$ cat config.mk
export PLATFORM = sky130hd
export DESIGN_NAME = imem_loader
export DESIGN_NICKNAME = d
export VERILOG_FILES = /design/src/rtl/imem_loader.sv
export SDC_FILE = /design/constraint.sdc
export NUM_CORES = 1
export LEC_CHECK = 0
export ABC_AREA = 1
export BUFFER_PORTS_ARGS = -buffer_cell sky130_fd_sc_hd__buf_2
export CORE_ASPECT_RATIO = 1.4
export CORE_MARGIN = 1
export CORE_UTILIZATION = 55
export CTS_BUF_LIST = sky130_fd_sc_hd__clkbuf_16
export DETAILED_ROUTE_END_ITERATION = 10
export PLACE_DENSITY = 0.81
export SLEW_MARGIN = 20
export SYNTH_ARGS = -nofsm -noshare
export SYNTH_HDL_FRONTEND = slang
export SYNTH_SLANG_ARGS = --single-unit
$ cat constraint.sdc
create_clock -name clk -period 2.17 [get_ports clk]
set_input_delay 0.1085 -clock clk [delete_from_list [all_inputs] [get_ports clk]]
set_output_delay 0.1085 -clock clk [all_outputs]
set_load 0.01 [all_outputs]
$ cat src/rtl/imem_loader.sv
// Boot-time instruction memory loader: receives a byte stream (count, words, checksum),
// packs bytes into instruction words, writes consecutive imem rows and holds the core in reset.
module imem_loader #(
    parameter int width    = 28,
    parameter int rows     = 2048,
    parameter int add_size = 11
) (
    input  logic                clk,
    input  logic                reset,
    input  logic                start,
    input  logic                rx_valid,
    input  logic [7:0]          rx_data,
    output logic                rx_ready,
    output logic                cs,
    output logic [1:0]          wen,
    output logic [add_size-1:0] address,
    output logic [width-1:0]    d,
    output logic                busy,
    output logic                core_hold,
    output logic                done,
    output logic                err
);

    typedef enum logic [2:0] {
        IDLE,
        CNT_LO,
        CNT_HI,
        DATA,
        WRITE,
        CHK,
        DONE,
        ERR
    } state_t;

    localparam logic [add_size-1:0] row_one = add_size'(1);

    state_t                state_q, state_d;
    logic [15:0]           cnt_q, cnt_d;
    logic [15:0]           wcnt_q, wcnt_d;
    logic [add_size-1:0]   row_q, row_d;
    logic [1:0]            lane_q, lane_d;
    logic [23:0]           word_q, word_d;
    logic [7:0]            xor_q, xor_d;

    logic                  rx_ready_q, rx_ready_d;
    logic                  cs_q, cs_d;
    logic [add_size-1:0]   address_q, address_d;
    logic [width-1:0]      d_q, d_d;
    logic                  busy_q, busy_d;
    logic                  done_q, done_d;
    logic                  err_q, err_d;

    logic                  accept;
    logic [15:0]           n_words;

    assign accept  = rx_valid && rx_ready_q;
    assign n_words = {rx_data, cnt_q[7:0]};

    always_comb begin
        // NOTE: every signal gets its hold value first so no path leaves it unassigned (no latch).
        state_d   = state_q;
        cnt_d     = cnt_q;
        wcnt_d    = wcnt_q;
        row_d     = row_q;
        lane_d    = lane_q;
        word_d    = word_q;
        xor_d     = xor_q;
        address_d = address_q;
        d_d       = d_q;
        done_d    = done_q;
        err_d     = err_q;

        case (state_q)
            IDLE, DONE, ERR: begin
                if (start) begin
                    state_d   = CNT_LO;
                    done_d    = 1'b0;
                    err_d     = 1'b0;
                    xor_d     = 8'h00;
                    row_d     = '0;
                    lane_d    = 2'd0;
                    wcnt_d    = 16'd0;
                    address_d = '0;
                end
            end

            CNT_LO: begin
                if (accept) begin
                    cnt_d[7:0] = rx_data;
                    xor_d      = xor_q ^ rx_data;
                    state_d    = CNT_HI;
                end
            end

            CNT_HI: begin
                if (accept) begin
                    cnt_d = n_words;
                    xor_d = xor_q ^ rx_data;
                    // Oversized images are rejected before any row is touched.
                    if ({16'd0, n_words} > 32'(rows)) begin
                        state_d = ERR;
                        err_d   = 1'b1;
                    end else if (n_words == 16'd0) begin
                        state_d = CHK;
                    end else begin
                        state_d = DATA;
                    end
                end
            end

            DATA: begin
                if (accept) begin
                    xor_d  = xor_q ^ rx_data;
                    lane_d = lane_q + 2'd1;
                    case (lane_q)
                        2'd0: word_d[7:0]   = rx_data;
                        2'd1: word_d[15:8]  = rx_data;
                        2'd2: word_d[23:16] = rx_data;
                        2'd3: begin
                            // Bits above the instruction width are dropped here.
                            d_d       = width'({rx_data, word_q});
                            address_d = row_q;
                            state_d   = WRITE;
                        end
                        default: ;
                    endcase
                end
            end

            WRITE: begin
                row_d  = row_q + row_one;
                wcnt_d = wcnt_q + 16'd1;
                if (wcnt_q + 16'd1 == cnt_q) begin
                    state_d = CHK;
                end else begin
                    state_d = DATA;
                end
            end

            CHK: begin
                if (accept) begin
                    if (rx_data == xor_q) begin
                        state_d = DONE;
                        done_d  = 1'b1;
                    end else begin
                        state_d = ERR;
                        err_d   = 1'b1;
                    end
                end
            end

            default: state_d = IDLE;
        endcase

        // Status outputs are registered copies of what the next state implies.
        rx_ready_d = (state_d == CNT_LO) || (state_d == CNT_HI) ||
                     (state_d == DATA)   || (state_d == CHK);
        busy_d     = !((state_d == IDLE) || (state_d == DONE) || (state_d == ERR));
        cs_d       = (state_d == WRITE);
    end

    always_ff @(posedge clk) begin
        // NOTE: non-blocking assignments so every flop samples pre-edge values.
        if (reset) begin
            state_q    <= IDLE;
            cnt_q      <= 16'd0;
            wcnt_q     <= 16'd0;
            row_q      <= '0;
            lane_q     <= 2'd0;
            word_q     <= 24'd0;
            xor_q      <= 8'h00;
            rx_ready_q <= 1'b0;
            cs_q       <= 1'b0;
            address_q  <= '0;
            d_q        <= '0;
            busy_q     <= 1'b0;
            done_q     <= 1'b0;
            err_q      <= 1'b0;
        end else begin
            state_q    <= state_d;
            cnt_q      <= cnt_d;
            wcnt_q     <= wcnt_d;
            row_q      <= row_d;
            lane_q     <= lane_d;
            word_q     <= word_d;
            xor_q      <= xor_d;
            rx_ready_q <= rx_ready_d;
            cs_q       <= cs_d;
            address_q  <= address_d;
            d_q        <= d_d;
            busy_q     <= busy_d;
            done_q     <= done_d;
            err_q      <= err_d;
        end
    end

    assign rx_ready  = rx_ready_q;
    assign cs        = cs_q;
    assign wen       = {2{cs_q}};
    assign address   = address_q;
    assign d         = d_q;
    assign busy      = busy_q;
    assign core_hold = busy_q;
    assign done      = done_q;
    assign err       = err_q;

endmodule

==> flow_metrics.env <==
export IMPL_max_freq_ghz=0.4745
export IMPL_ant_nets=0
export IMPL_antennaDiodeCount=0
export IMPL_cts_path_max_buffers=2
export IMPL_initial_core_util_pct=56.38
export IMPL_grt_pass1_wl_um=23980
export IMPL_status="finished clean"
export IMPL_min_period_ps=2108
export IMPL_die_h_um=123.9
export IMPL_startpoint_type="flop"
export IMPL_area_delta_synth_final_pct=20.69
export IMPL_regArea_sq_um=2506
export IMPL_viasPerCell=5.500
export IMPL_routed_wl_um=14740
export IMPL_crit_arrival_ps=2410
export IMPL_final_setup_viol_count=0
export IMPL_crit_slowest_cell="dfxtp_4"
export IMPL_num_io_pins=59
export IMPL_path_cells="ha_4 > nand2_4 > nor2_4 > nand3b_1 > nand2_1 > nand2_1 > nand2_2 > nand3_1 > nor2_1 > nand3_1 > nand2_1 > nand2_1 > nand2_1 > nand2_1 > nor2_1 > nor2_1"
export IMPL_grt_setup_unrepaired="yes"
export IMPL_first_pass_iters=5
export IMPL_hold_viol_final=0
export IMPL_synth_seq_cells=124
export IMPL_min_from="rx_data[3]"
export IMPL_clock_skew_ps=6.482
export IMPL_slew_limit_headroom_pct=57.17
export IMPL_worstRegToRegCells=16
export IMPL_place_hpwl_um=9974
export IMPL_yosys_warnings=0
export IMPL_htreeDepth=4
export IMPL_dieArea_sq_um=11030
export IMPL_cp_end_kind="flop"
export IMPL_syn_area_sq_um=5836
export IMPL_finalCritPeriodShare_pct=97.12
export IMPL_cts_tree="done"
export IMPL_drive_gt1_share_pct=20.99
export IMPL_synth_most_common_cell="nand2_1"
export IMPL_ir_worst_vdd_mv=0.6132
export IMPL_track_usage_pct=28.20
export IMPL_post_route_util_pct=68.05
export IMPL_leakagePower_nw=3.034
export IMPL_syn_nets=828
export IMPL_power_density_nw_per_um2=967.9
export IMPL_syn_area_per_cell_sq_um=7.204
export IMPL_finalMaxSlewViolations=0
export IMPL_rows=44
export IMPL_worstSetupPathType="flop to flop"
export IMPL_gp_congestion=0.9870
export IMPL_drtIter0Drc=363
export IMPL_r2r_start="wcnt_q[0]"
export IMPL_synthCells=810
export IMPL_tns_ps=0
export IMPL_setup_worst_path_start="wcnt_q[0]"
export IMPL_post_route_drc_count=0
export IMPL_die_w_um=89.06
export IMPL_worst_pin_slew_ps=642.5
export IMPL_min_path_cells=3
export IMPL_clk_pin_slew_ps=60
export IMPL_synth_top_area_cell="dfxtp_1"
export IMPL_synth_edff_count=0
export IMPL_ys_seq_area_share_pct=42.54
export IMPL_cts_root_buffer="clkbuf_16"
export IMPL_grt_max_degree=72
export IMPL_ys_top_cells_by_count="173 x nand2_1, 124 x dfxtp_1, 93 x nor2_1"
export IMPL_async_flop_share_pct=0
export IMPL_grt_ovfl_total=0
export IMPL_critPathMaxStageDelay_ps=370
export IMPL_path_common_cell="nand2_1"
export IMPL_numCtsBuffers=17
export IMPL_io_buffers=58
export IMPL_dp_cells=991
export IMPL_ys_flop_type="dfxtp_1"
export IMPL_min_path_type="primary input to flop"
export IMPL_multiInputGateArea_sq_um=2997
export IMPL_cts_num_sinks=124
export IMPL_via_count=5659
export IMPL_wl_per_cell_um=14.33
export IMPL_fin_ws_ps=62.49
export IMPL_nets=896
export IMPL_drv_cap=0
export IMPL_finalPower_mw=6.817
export IMPL_required_ps=2470
export IMPL_cp_max_fo=7
export IMPL_final_cells=1029
export IMPL_place_worst_setup_slack_ps=-26.19
export IMPL_grt_pass1_vias=5157
export IMPL_synth_cell_types=40
export IMPL_fillers=882
export IMPL_coreArea_sq_um=10350
export IMPL_netlist_area_leader_share_pct=42.54
export IMPL_antenna_found_initial=0
export IMPL_clock_latency_ps=410
export IMPL_netlist_top_cells_area="dfxtp_1 43%, nand2_1 11%, o21ai_0 6.5%, a21oi_1 6.4%, nor2_1 6.0%"
==> per-layer routing <==
metal,part of all wire [%],global-route usage (%),routed length [um]
met3,4.9,6.097,716
met2,51,49.81,7488
met4,4.9,15.87,715
met1,39,30.90,5821
met5,0,0,0
==> where the power goes <==
part,internal (mW),total (mW),switching (mW)
sequential,2.44,2.58,0.137
combinational,0.500,1.38,0.878
clock,1.73,2.86,1.13
==> worst max-delay path, delay by kind of cell, from the launching register on <==
| family | cells | cell delay [ps] |
|---|---|---|
| simple gates | 15 | 1450 |
| flops | 1 | 370 |
| fa+ha+maj | 1 | 170 |
==> kinds of logic (layout without fill, tap and decap cells) <==
group                      after synthesis  in the layout  synth area share, %
buffers and inverters                  108            189                7.526
xor gates and xnor gates                 9              9                1.351
AOI/OAI and AO/OA                      184            184                18.03
and+or+nand+nor                        379            379                29.27
adders and majority gates                6              6                1.286
DFF                                    124            124                42.54
==> what timing repair did <==
action	4_1_cts	5_1_grt
hold buffers	0	0
gates resized for setup	11	27
pin swaps	6	8
setup endpoints to repair	2	13
cloned	0	0
setup buffers	1	5
==> worst paths after layout <==
| check | to | slack, ps |
|---|---|---|
| worst max-delay path | busy | 60 |
| worst min-delay path | word_q[3] | 20 |
| worst max register to register | busy | 60 |
| worst min register to register | word_q[12] | 460 |
==> cell type report <==
class	instances	area share, %
multi-input combinational	578	42.55
clock inverter	15	2.505
tap	138	2.452
inverter	73	3.926
timing repair buffer	84	6.946
sequential	124	35.58
clock buffer	17	6.040
==> registers in the layout (all words and copies together), names as in the netlist, 2 cells and up <==
name and cells:
address 11, cnt_q 16, d 28, lane_q 2
row_q 11, state_q 3, wcnt_q 16, word_q 24
xor_q 8
==> metrics by stage <==
stage | area, sq um | hold WS (ps)
global route | 7043 | 27.53
global placement | 6286 | 439.1
floorplan | 5836 | 243.4
CTS | 6929 | 20.47
finish | 7043 | 23.80
detailed placement | 6286 | 449.3
==> cell usage in the layout, fill, tap and decap left out, drive strengths merged <==
master	n
nand4	12
xnor2	4
or2	3
bufinv	2
o211a	4
nor2	104
ha	6
dfxtp	124
a221oi	3
nand2	177
o211ai	1
nor4	2
o2111ai	1
nor3	6
o21bai	1
a31oi	1
a211oi	6
nand3b	16
a22o	1
buf	84
clkbuf	17
a21oi	85
xor2	5
inv	80
nand3	58
clkinvlp	2
o21ai	81
clkinv	4
nor4b	1
No activity file was read; power rests on OpenSTA's default activity.
